## config.mk

```make
export PLATFORM = sky130hd
export DESIGN_NAME = matvec_engine
export DESIGN_NICKNAME = d
export VERILOG_FILES = /design/src/rtl/matvec_pkg.sv /design/src/rtl/matvec_engine_mac_lane.sv /design/src/rtl/matvec_engine.sv
export SDC_FILE = /design/constraint.sdc
export NUM_CORES = 2
export LEC_CHECK = 0
export ABC_AREA = 1
export CAP_MARGIN = 20
export CORE_MARGIN = 3
export CORE_UTILIZATION = 55
export CTS_CLUSTER_DIAMETER = 30
export DETAILED_ROUTE_END_ITERATION = 6
export PLACE_DENSITY = 0.71
export SYNTH_ARGS = -nofsm -noshare
export SYNTH_HDL_FRONTEND = slang
export SYNTH_SLANG_ARGS = --single-unit
```

## constraint.sdc

```tcl
create_clock -name clk -period 19.7 [get_ports clk]
set_input_delay 3.94 -clock clk [delete_from_list [all_inputs] [get_ports clk]]
set_output_delay 3.94 -clock clk [all_outputs]
set_load 0.01 [all_outputs]
```

## src/rtl/matvec_pkg.sv

```systemverilog
// Shared types and arithmetic helpers for the matrix-vector engine.
package matvec_pkg;

  typedef enum logic [1:0] {
    MV_PLAIN = 2'd0,
    MV_BIAS  = 2'd1,
    MV_INNOV = 2'd2,
    MV_RSVD  = 2'd3
  } mv_mode_t;

  typedef enum logic [1:0] {
    ST_IDLE = 2'd0,
    ST_MAC  = 2'd1,
    ST_NORM = 2'd2,
    ST_HOLD = 2'd3
  } mv_state_t;

  // Widest accumulator / operand the rounding helper can handle.
  localparam int MAX_ACC_W  = 128;
  localparam int MAX_DATA_W = 64;

  // Full product width plus growth over COLS terms, plus headroom for the
  // bias term and the rounding constant, so the accumulator never wraps.
  function automatic int acc_width(input int data_width, input int cols);
    return 2 * data_width + $clog2(cols) + 2;
  endfunction

  // Round half-up, drop the fraction, clamp to the operand range.
  // Returns {sat, value}; value occupies the low data_width bits.
  function automatic logic [MAX_DATA_W:0] round_sat(
    input logic signed [MAX_ACC_W-1:0] acc,
    input int                          data_width,
    input int                          frac_bits
  );
    logic signed [MAX_ACC_W-1:0] one;
    logic signed [MAX_ACC_W-1:0] r;
    logic signed [MAX_ACC_W-1:0] hi;
    logic signed [MAX_ACC_W-1:0] lo;
    logic [MAX_DATA_W:0]         res;
    one = 1;
    r   = acc;
    if (frac_bits > 0) r = r + (one <<< (frac_bits - 1));
    r   = r >>> frac_bits;
    hi  = (one <<< (data_width - 1)) - one;
    lo  = -(one <<< (data_width - 1));
    res = '0;
    if (r > hi) begin
      res[MAX_DATA_W]     = 1'b1;
      res[MAX_DATA_W-1:0] = hi[MAX_DATA_W-1:0];
    end else if (r < lo) begin
      res[MAX_DATA_W]     = 1'b1;
      res[MAX_DATA_W-1:0] = lo[MAX_DATA_W-1:0];
    end else begin
      res[MAX_DATA_W-1:0] = r[MAX_DATA_W-1:0];
    end
    return res;
  endfunction

endpackage

```

## src/rtl/matvec_engine_mac_lane.sv

```systemverilog
// One row accumulator: load initial value, then add or subtract one
// full-precision signed product per enabled cycle.
module matvec_engine_mac_lane
  import matvec_pkg::*;
#(
  parameter int DATA_WIDTH = 16,
  parameter int ACC_W      = 36
) (
  input  logic                  clk,
  input  logic                  rst_n,
  input  logic                  clear,
  input  logic                  init,
  input  logic [ACC_W-1:0]      init_val,
  input  logic                  en,
  input  logic                  sub,
  input  logic [DATA_WIDTH-1:0] a,
  input  logic [DATA_WIDTH-1:0] b,
  output logic [ACC_W-1:0]      acc
);

  logic signed [2*DATA_WIDTH-1:0] prod;
  logic signed [ACC_W-1:0]        prod_ext;

  assign prod     = $signed(a) * $signed(b);
  assign prod_ext = ACC_W'(prod);

  // Accumulator register; clear wins over init, init over a MAC step.
  always_ff @(posedge clk or negedge rst_n) begin
    if (!rst_n)    acc <= '0;
    else if (clear) acc <= '0;
    else if (init)  acc <= init_val;
    else if (en)    acc <= sub ? (acc - prod_ext) : (acc + prod_ext);
  end

endmodule

```

## src/rtl/matvec_engine.sv

```systemverilog
// Signed fixed-point y = A*x / b + A*x / b - A*x, one column per cycle
// across ROWS parallel lanes, with round/saturate and held result.
//
// state   | meaning
// IDLE    | waiting for operands, in_ready high
// MAC     | accumulating column col into every lane
// NORM    | rounding/saturating accumulators into the output registers
// HOLD    | result valid, waiting for out_ready
module matvec_engine
  import matvec_pkg::*;
#(
  parameter int DATA_WIDTH = 16,
  parameter int FRAC_BITS  = 8,
  parameter int ROWS       = 4,
  parameter int COLS       = 4
) (
  input  logic                                     clk,
  input  logic                                     rst_n,
  input  logic                                     in_valid,
  output logic                                     in_ready,
  input  logic [1:0]                               mode,
  input  logic [ROWS-1:0][COLS-1:0][DATA_WIDTH-1:0] mat,
  input  logic [COLS-1:0][DATA_WIDTH-1:0]          vec,
  input  logic [ROWS-1:0][DATA_WIDTH-1:0]          bias,
  input  logic                                     abort,
  output logic [ROWS-1:0][DATA_WIDTH-1:0]          out,
  output logic [ROWS-1:0]                          out_sat,
  output logic                                     out_valid,
  input  logic                                     out_ready,
  output logic                                     busy
);

  localparam int ACC_W = acc_width(DATA_WIDTH, COLS);
  localparam int CNT_W = (COLS > 1) ? $clog2(COLS) : 1;
  localparam logic [CNT_W-1:0] LAST_COL = CNT_W'(COLS - 1);

  mv_state_t state, state_nx;
  mv_mode_t  mode_q, mode_eff;

  logic [ROWS-1:0][COLS-1:0][DATA_WIDTH-1:0] mat_q;
  logic [COLS-1:0][DATA_WIDTH-1:0]           vec_q;
  logic [CNT_W-1:0]                          col;
  logic                                      accept, mac_en, norm_en, last_col;
  logic [ROWS-1:0][DATA_WIDTH-1:0]           out_nx;
  logic [ROWS-1:0]                           sat_nx;

  // Reserved mode runs as plain so it never depends on bias.
  assign mode_eff = (mv_mode_t'(mode) == MV_RSVD) ? MV_PLAIN : mv_mode_t'(mode);
  assign last_col = (col == LAST_COL);

  // State register.
  always_ff @(posedge clk or negedge rst_n) begin
    if (!rst_n) state <= ST_IDLE;
    else        state <= state_nx;
  end

  // Next-state logic; abort overrides every transition.
  always_comb begin
    state_nx = state;
    if (abort) begin
      state_nx = ST_IDLE;
    end else begin
      case (state)
        ST_IDLE: if (in_valid) state_nx = ST_MAC;
        ST_MAC:  if (last_col) state_nx = ST_NORM;
        ST_NORM: state_nx = ST_HOLD;
        ST_HOLD: if (out_ready) state_nx = ST_IDLE;
        default: state_nx = ST_IDLE;
      endcase
    end
  end

  // FSM-decoded controls.
  always_comb begin
    in_ready = (state == ST_IDLE);
    busy     = (state != ST_IDLE);
    accept   = (state == ST_IDLE) && in_valid && !abort;
    mac_en   = (state == ST_MAC) && !abort;
    norm_en  = (state == ST_NORM) && !abort;
  end

  // Column counter restarts on every accepted operation.
  always_ff @(posedge clk or negedge rst_n) begin
    if (!rst_n)      col <= '0;
    else if (accept) col <= '0;
    else if (mac_en) col <= last_col ? '0 : col + 1'b1;
  end

  // Operand capture; inputs are free to change after the accept edge.
  always_ff @(posedge clk or negedge rst_n) begin
    if (!rst_n) begin
      mat_q  <= '0;
      vec_q  <= '0;
      mode_q <= MV_PLAIN;
    end else if (accept) begin
      mat_q  <= mat;
      vec_q  <= vec;
      mode_q <= mode_eff;
    end
  end

  for (genvar r = 0; r < ROWS; r++) begin : g_lane
    logic [ACC_W-1:0]      acc;
    logic [ACC_W-1:0]      init_val;
    logic [MAX_DATA_W:0]   rs;

    // Bias enters pre-scaled into the Q format of the products.
    assign init_val = (mode_eff == MV_PLAIN) ? '0
                    : (ACC_W'($signed(bias[r])) <<< FRAC_BITS);

    matvec_engine_mac_lane #(
      .DATA_WIDTH(DATA_WIDTH),
      .ACC_W     (ACC_W)
    ) u_lane (
      .clk     (clk),
      .rst_n   (rst_n),
      .clear   (abort),
      .init    (accept),
      .init_val(init_val),
      .en      (mac_en),
      .sub     (mode_q == MV_INNOV),
      .a       (mat_q[r][col]),
      .b       (vec_q[col]),
      .acc     (acc)
    );

    assign rs         = round_sat(MAX_ACC_W'($signed(acc)), DATA_WIDTH, FRAC_BITS);
    assign out_nx[r]  = rs[DATA_WIDTH-1:0];
    assign sat_nx[r]  = rs[MAX_DATA_W];
  end

  // Result registers; held through HOLD, wiped by abort.
  always_ff @(posedge clk or negedge rst_n) begin
    if (!rst_n) begin
      out       <= '0;
      out_sat   <= '0;
      out_valid <= 1'b0;
    end else if (abort) begin
      out       <= '0;
      out_sat   <= '0;
      out_valid <= 1'b0;
    end else if (norm_en) begin
      out       <= out_nx;
      out_sat   <= sat_nx;
      out_valid <= 1'b1;
    end else if ((state == ST_HOLD) && out_ready) begin
      out_valid <= 1'b0;
    end
  end

endmodule

```

Word level (Yosys, flattened, before mapping)
Cells that the tools add are included.
- flip-flop bits (word level): 539
- input bits: 391
- output and inout bits: 71
- logic and storage cells: 140
- add/sub/neg operators: 13
- multiply operators: 4
- order comparisons: 9
- eq/ne operators: 9
- muxes and demuxes: 58
- reduce and logical (&&, ||, !) cells: 14
- operators by type and width (operator ; number):
    two-way mux 36 bit ; 20
    two-way mux 64 bit ; 6
    two-way mux 65 bit ; 4
    binary-select mux 16 bit (select 2 bit) ; 5
    adder 36 x 9 -> 37 bit (second input constant) ; 4
    adder 36 bit ; 4
    subtractor 36 bit ; 4
    multiplier 16 x 16 -> 32 bit ; 4
    > comparator 29 x 16 -> 1 bit (second input constant) ; 4
    less-than comparator 29 x 16 -> 1 bit (second input constant) ; 4
    two-way mux 16 bit ; 5
    two-way mux 2 bit ; 8
    equality test 2 bit (second input constant) ; 5
    two-way mux 4 bit ; 2
    case mux 2 bit (4 select lines) ; 1
    two-way mux 1 bit ; 7
    != test 3 bit (second input constant) ; 2
    nonzero test 2 bit ; 3
    nonzero test 3 bit ; 2
    logical AND 1 bit ; 5
    zero test 2 bit ; 2
    less-than comparator 2 x 3 -> 1 bit (second input constant) ; 1
    != test 3 x 2 -> 1 bit (second input constant) ; 1
    AND reduction 3 bit ; 1
    3 further kinds ; 3

Logic depth before layout (Yosys ltp)
- word-level depth: 8
- depth in mapped cells: 56

Hierarchy
A second synthesis with hierarchy kept.
- cell total of the unflattened synthesis: 12521
- area, all modules: 85369.4 um^2
- by module, submodules not included (module ; times used ; cells an instance ; area each (um^2) ; sequential area each (um^2)):
    matvec_engine ; 1 ; 3206 ; 21827.2 ; 9884.5
    matvec_engine_mac_lane at g_lane[0].u_lane ; 1 ; 2378 ; 16067.9 ; 900.9
    matvec_engine_mac_lane at g_lane[2].u_lane ; 1 ; 2344 ; 15895.2 ; 900.9
    matvec_engine_mac_lane at g_lane[3].u_lane ; 1 ; 2311 ; 15857.7 ; 900.9
    matvec_engine_mac_lane at g_lane[1].u_lane ; 1 ; 2282 ; 15721.3 ; 900.9

Least setup slack after synthesis
OpenSTA, ideal clock, no wires.
- kind: register -> register
- from: reg col[0]
- to: reg g_lane[0].u_lane.acc[35]
- setup time: 0.117 ns
- arrival time: 8.977 ns
- path slack: 10.606 ns
- cell stages (with the launch flop): 49
- period minus slack after synthesis: 9.094 ns
- cell sequence: dfrtp_1 buf_4 buf_4 buf_2 buf_2 nand2_1 a32oi_1 clkinv_1 nor2_1 inv_1 fa_1 inv_1 fa_1 fa_1 fa_1 fa_1 inv_1 fa_1 (+13 left out) nand2_1 nand2_1 nand2_1 nand2_1 ha_1 nand2_1 nor2_1 inv_1 nor2_1 and3_1 nand3_1 nand3_1 xor2_1 inv_1 nand3_1 nand3_1 nand2_1 nand2_1
- cells in the longest elaborated chain, start to end: 8
- elaborated cells on any way between the ends: 11
- those cells by class: add/sub: 2; mul: 1; mux: 8
- RTL lines (element ; line ; text):
    start: declaration ; matvec_engine.sv:42 ; logic [CNT_W-1:0] col;
    start signal: assignment ; matvec_engine.sv:86 ; else if (mac_en) col <= last_col ? '0 : col + 1'b1;
    binary-select mux 16 bit (select 2 bit) (on tied branches) ; matvec_engine.sv:122, matvec_engine.sv:123 ;
    two-way mux 16 bit (on tied branches) ; matvec_engine.sv:122, matvec_engine.sv:123 ;
    multiplier 16 x 16 -> 32 bit * ; matvec_engine_mac_lane.sv:24 ; assign prod = $signed(a) * $signed(b);
    adder 36 bit / subtractor 36 bit (equally long branches) ; matvec_engine_mac_lane.sv:32 ; else if (en) acc <= sub ? (acc - prod_ext) : (acc + prod_ext);
    two-way mux 36 bit * (2 in series) ; matvec_engine_mac_lane.sv:32 ;
    two-way mux 36 bit * ; matvec_engine_mac_lane.sv:31 ; else if (init) acc <= init_val;
    two-way mux 36 bit * ; matvec_engine_mac_lane.sv:30 ; else if (clear) acc <= '0;
    end signal: assignment ; matvec_engine_mac_lane.sv:31 ;
    end signal: assignment ; matvec_engine_mac_lane.sv:32 ;
    end: declaration ; matvec_engine_mac_lane.sv:18 ; output logic [ACC_W-1:0] acc
Mark *: on every way between the ends. The rest lies on a longest branch, timed or not. The select of a mux whose other input is x is not followed.
A chain may end at the register's enable or synchronous reset.

Final worst setup path
- from: reg col[0]
- to: reg g_lane[0].u_lane.acc[29]
Same word-level chain as after synthesis.

==> impl_metrics.json <==
{
  "status": "finished, violations left",
  "violations": "DRC",
  "ys_ff_latch": 539,
  "yosysMostFrequentCell": "nand2_1",
  "grt_pass1_vias": 78000,
  "ctsResizeCount": 0,
  "fp.dieH_um": 390,
  "cts_root_buf": "clkbuf_16",
  "syn_inst": 11300,
  "cts_sinks": 539,
  "areaGrowthSynthToFinish_pct": 14.6,
  "clk_latency_ns": 0.78,
  "synth_mux_area_share_pct": 0,
  "hold_viol": 0,
  "clk_pin_slew_worst_paths_ns": 0.04,
  "nets": 13600,
  "maxCapViolations": 0,
  "grt-ovfl-total": 0,
  "crit_slowest_cell": "dfrtp_4",
  "met2_usage_pct": 56.9,
  "syn_area_um2": 80900,
  "hold_path_class": "register to register",
  "clockBufferDepth": 3,
  "start_util_pct": 55.4,
  "synth_ff_type": "dfrtp_1",
  "grt_use_total_pct": 36.6,
  "cp_common_cell": "inv_1",
  "yosysTopAreaCell": "fa_1",
  "ctsHoldBuffers": 0,
  "async_flop_share_pct": 100,
  "worstSetupPathType": "register to register",
  "synthTopCellsByArea": "fa_1 (26%), dfrtp_1 (17%), nand2_1 (15%)",
  "synth_fa_ha_area_share_pct": 33.5,
  "coreArea_um2": 146000,
  "grtUsageMet1_pct": 49.7,
  "clock_skew_ns": 0.0652,
  "io_pins": 462,
  "netlist_top_cells_count": "nand2_1 (3194), inv_1 (2308), nor2_1 (1206), fa_1 (1052), dfrtp_1 (539)",
  "num_rows": 140,
  "use_met3_pct": 7.58,
  "critPathMaxStageDelay_ns": 0.89,
  "synth_top_family_by_area": "adder cells",
  "postRouteAntennaNets": 0,
  "relSlewSlack_pct": 15.3,
  "synthXorXnorAreaFrac_pct": 3.57,
  "firstDrtPassIters": 7,
  "dieArea_um2": 152000,
  "drtIter0Drc": 6673,
  "yosysTopAreaCellShare_pct": 26.0,
  "htree_levels": 4,
  "post_cts_buffers": 0,
  "crit_path_start_kind": "register",
  "grt.busiest_layer": "met2",
  "grt_pass1_wl_um": 434000,
  "avgViaCountPerCell": 5.57,
  "finalCriticalPeriod_ns": 12.00,
  "whs_ns": 0.468,
  "drc": 5,
  "numPortBuffers": 461,
  "synth_edf_count": 0,
  "crit_fanout": 64,
  "rsz0062_at_grt": "false",
  "drive_gt1_share_pct": 4.33,
  "cts_buffers": 135,
  "routed_wirelength_um": 276000,
  "crit_arrival_ns": 12.61,
  "synthSimpleGateAreaFrac_pct": 26.0,
  "syn-num-nets": 13200,
  "grt_max_degree": 192,
  "place_congestion": 1.02,
  "setup-violations-final": 0,
  "max_freq_mhz": 83.3,
  "seq_area_frac_synth_pct": 16.7,
  "maxSlewViolCount": 0,
  "synth_cell_types": 70,
  "required_ns": 20.31,
  "antenna_found_initial": 9,
  "yosysWarnings": 0,
  "vias": 76500,
  "die_w_um": 390,
  "setup-tns-final_ns": 0,
  "critPathCaptureType": "register",
  "syn_area_per_cell_um2": 7.15,
  "detail_route.wl_per_cell_um": 20.1,
  "finalCritPeriodShare_pct": 60.9,
  "cts_tree": "yes",
  "synth_compound_area_share_pct": 7.68,
  "worst_pin_slew_ns": 1.27,
  "dp_hpwl_um": 220000
}
==> path summary, 6_finish.rpt <==
| check | startpoint | to | slack, ns | cells after the start |
|---|---|---|---|---|
| setup / recovery | col[0] | g_lane[0].u_lane.acc[29] | 7.70 | 41 |
| hold / removal | mat_q[218] | mat_q[218] | 0.47 | 2 |
| setup reg to reg | col[0] | g_lane[0].u_lane.acc[29] | 7.70 | 41 |
| hold reg to reg | mat_q[218] | mat_q[218] | 0.47 | 2 |
| max in group asynchronous | rst_n | mat_q[137] | 13.79 | 5 |
| min in group asynchronous | rst_n | g_lane[0].u_lane.acc[25] | 3.23 | 1 |
==> state kept, by name, summed over array words and instances, names as in the netlist <==
register	flops
col	2
g_lane.u_lane.acc	144
mat_q	256
mode_q	2
out	64
out_sat	4
out_valid	1
state	2
vec_q	64
==> metal layers <==
metal	vias up	part of all wire (%)
met5	-	0
met4	0	4.9
met3	631	9.6
met2	3810	44
met1	36800	42
li1	35200	-
==> cell usage in the layout (no fill, tap or decap), drive strengths merged, types with 9 or more instances in the layout <==
cell | synthesis | routed
clkbuf | 279 | 165
xnor2 | 79 | 79
fa | 1052 | 1052
clkinvlp | 0 | 9
nor4 | 52 | 52
o211ai | 13 | 13
clkdlybuf4s50 | 0 | 460
xor2 | 248 | 248
o22ai | 29 | 29
o32ai | 17 | 17
and3 | 9 | 9
a32oi | 77 | 77
o31ai | 9 | 9
a21oi | 417 | 417
ha | 484 | 484
and2 | 11 | 11
dfrtp | 539 | 539
o21ai | 364 | 364
nand3b | 24 | 24
bufinv | 0 | 22
nor2 | 1229 | 1229
a21o | 21 | 21
diode | 0 | 10
a21boi | 10 | 10
nor3 | 123 | 123
nand3 | 353 | 353
nand4 | 117 | 117
nand2 | 3216 | 3216
o21a | 14 | 14
a31oi | 46 | 46
buf | 62 | 126
or2 | 22 | 22
o21bai | 22 | 22
clkinv | 23 | 59
inv | 2319 | 2331
==> through the flow <==
| stage | std cells | utilization, % | instance area [um2] | setup slack, ns |
|---|---|---|---|---|
| floorplan | 11300 | - | 80900 | 10.61 |
| global placement | 13500 | 60.1 | 87700 | 8.10 |
| detailed placement | 13500 | 60.1 | 87700 | 7.94 |
| CTS | 13700 | 63.5 | 92700 | 7.92 |
| global route | 13700 | 63.5 | 92700 | 7.18 |
| finish | 13700 | 63.5 | 92700 | 7.70 |
==> area by class of cell <==
| type | instances | area (um2) |
|---|---|---|
| clock inverter | 79 | 1260 |
| antenna | 10 | 25.0 |
| sequential | 539 | 13500 |
| clock buffer | 165 | 3680 |
| timing repair buffer | 586 | 5590 |
| tap | 1917 | 2400 |
| inverter | 2342 | 8800 |
| multi-input combinational | 8099 | 57400 |
| fill | 13100 | 53200 |
==> critical path: cells and delay by family (launching register included) <==
kind / cells / cell delay (ns)
xor+xnor: 2 / 0.60
compound gates: 9 / 2.00
simple gates: 11 / 1.86
flops: 1 / 0.89
fa+ha+maj: 8 / 3.88
buf+inv: 11 / 2.54
==> cell families (layout without fill, tap and decap cells) <==
| kind of cell | after synthesis | count (layout) |
|---|---|---|
| simple gates | 5161 | 5161 |
| flops | 539 | 539 |
| buf+inv | 2683 | 3172 |
| compound gates | 1075 | 1075 |
| fa+ha+maj | 1536 | 1536 |
| xor+xnor | 327 | 327 |
| other cells | 0 | 10 |
Power is left out: the tool's default activity adds up to more than one toggle a clock period on the data nets, which glitch-free logic cannot reach.
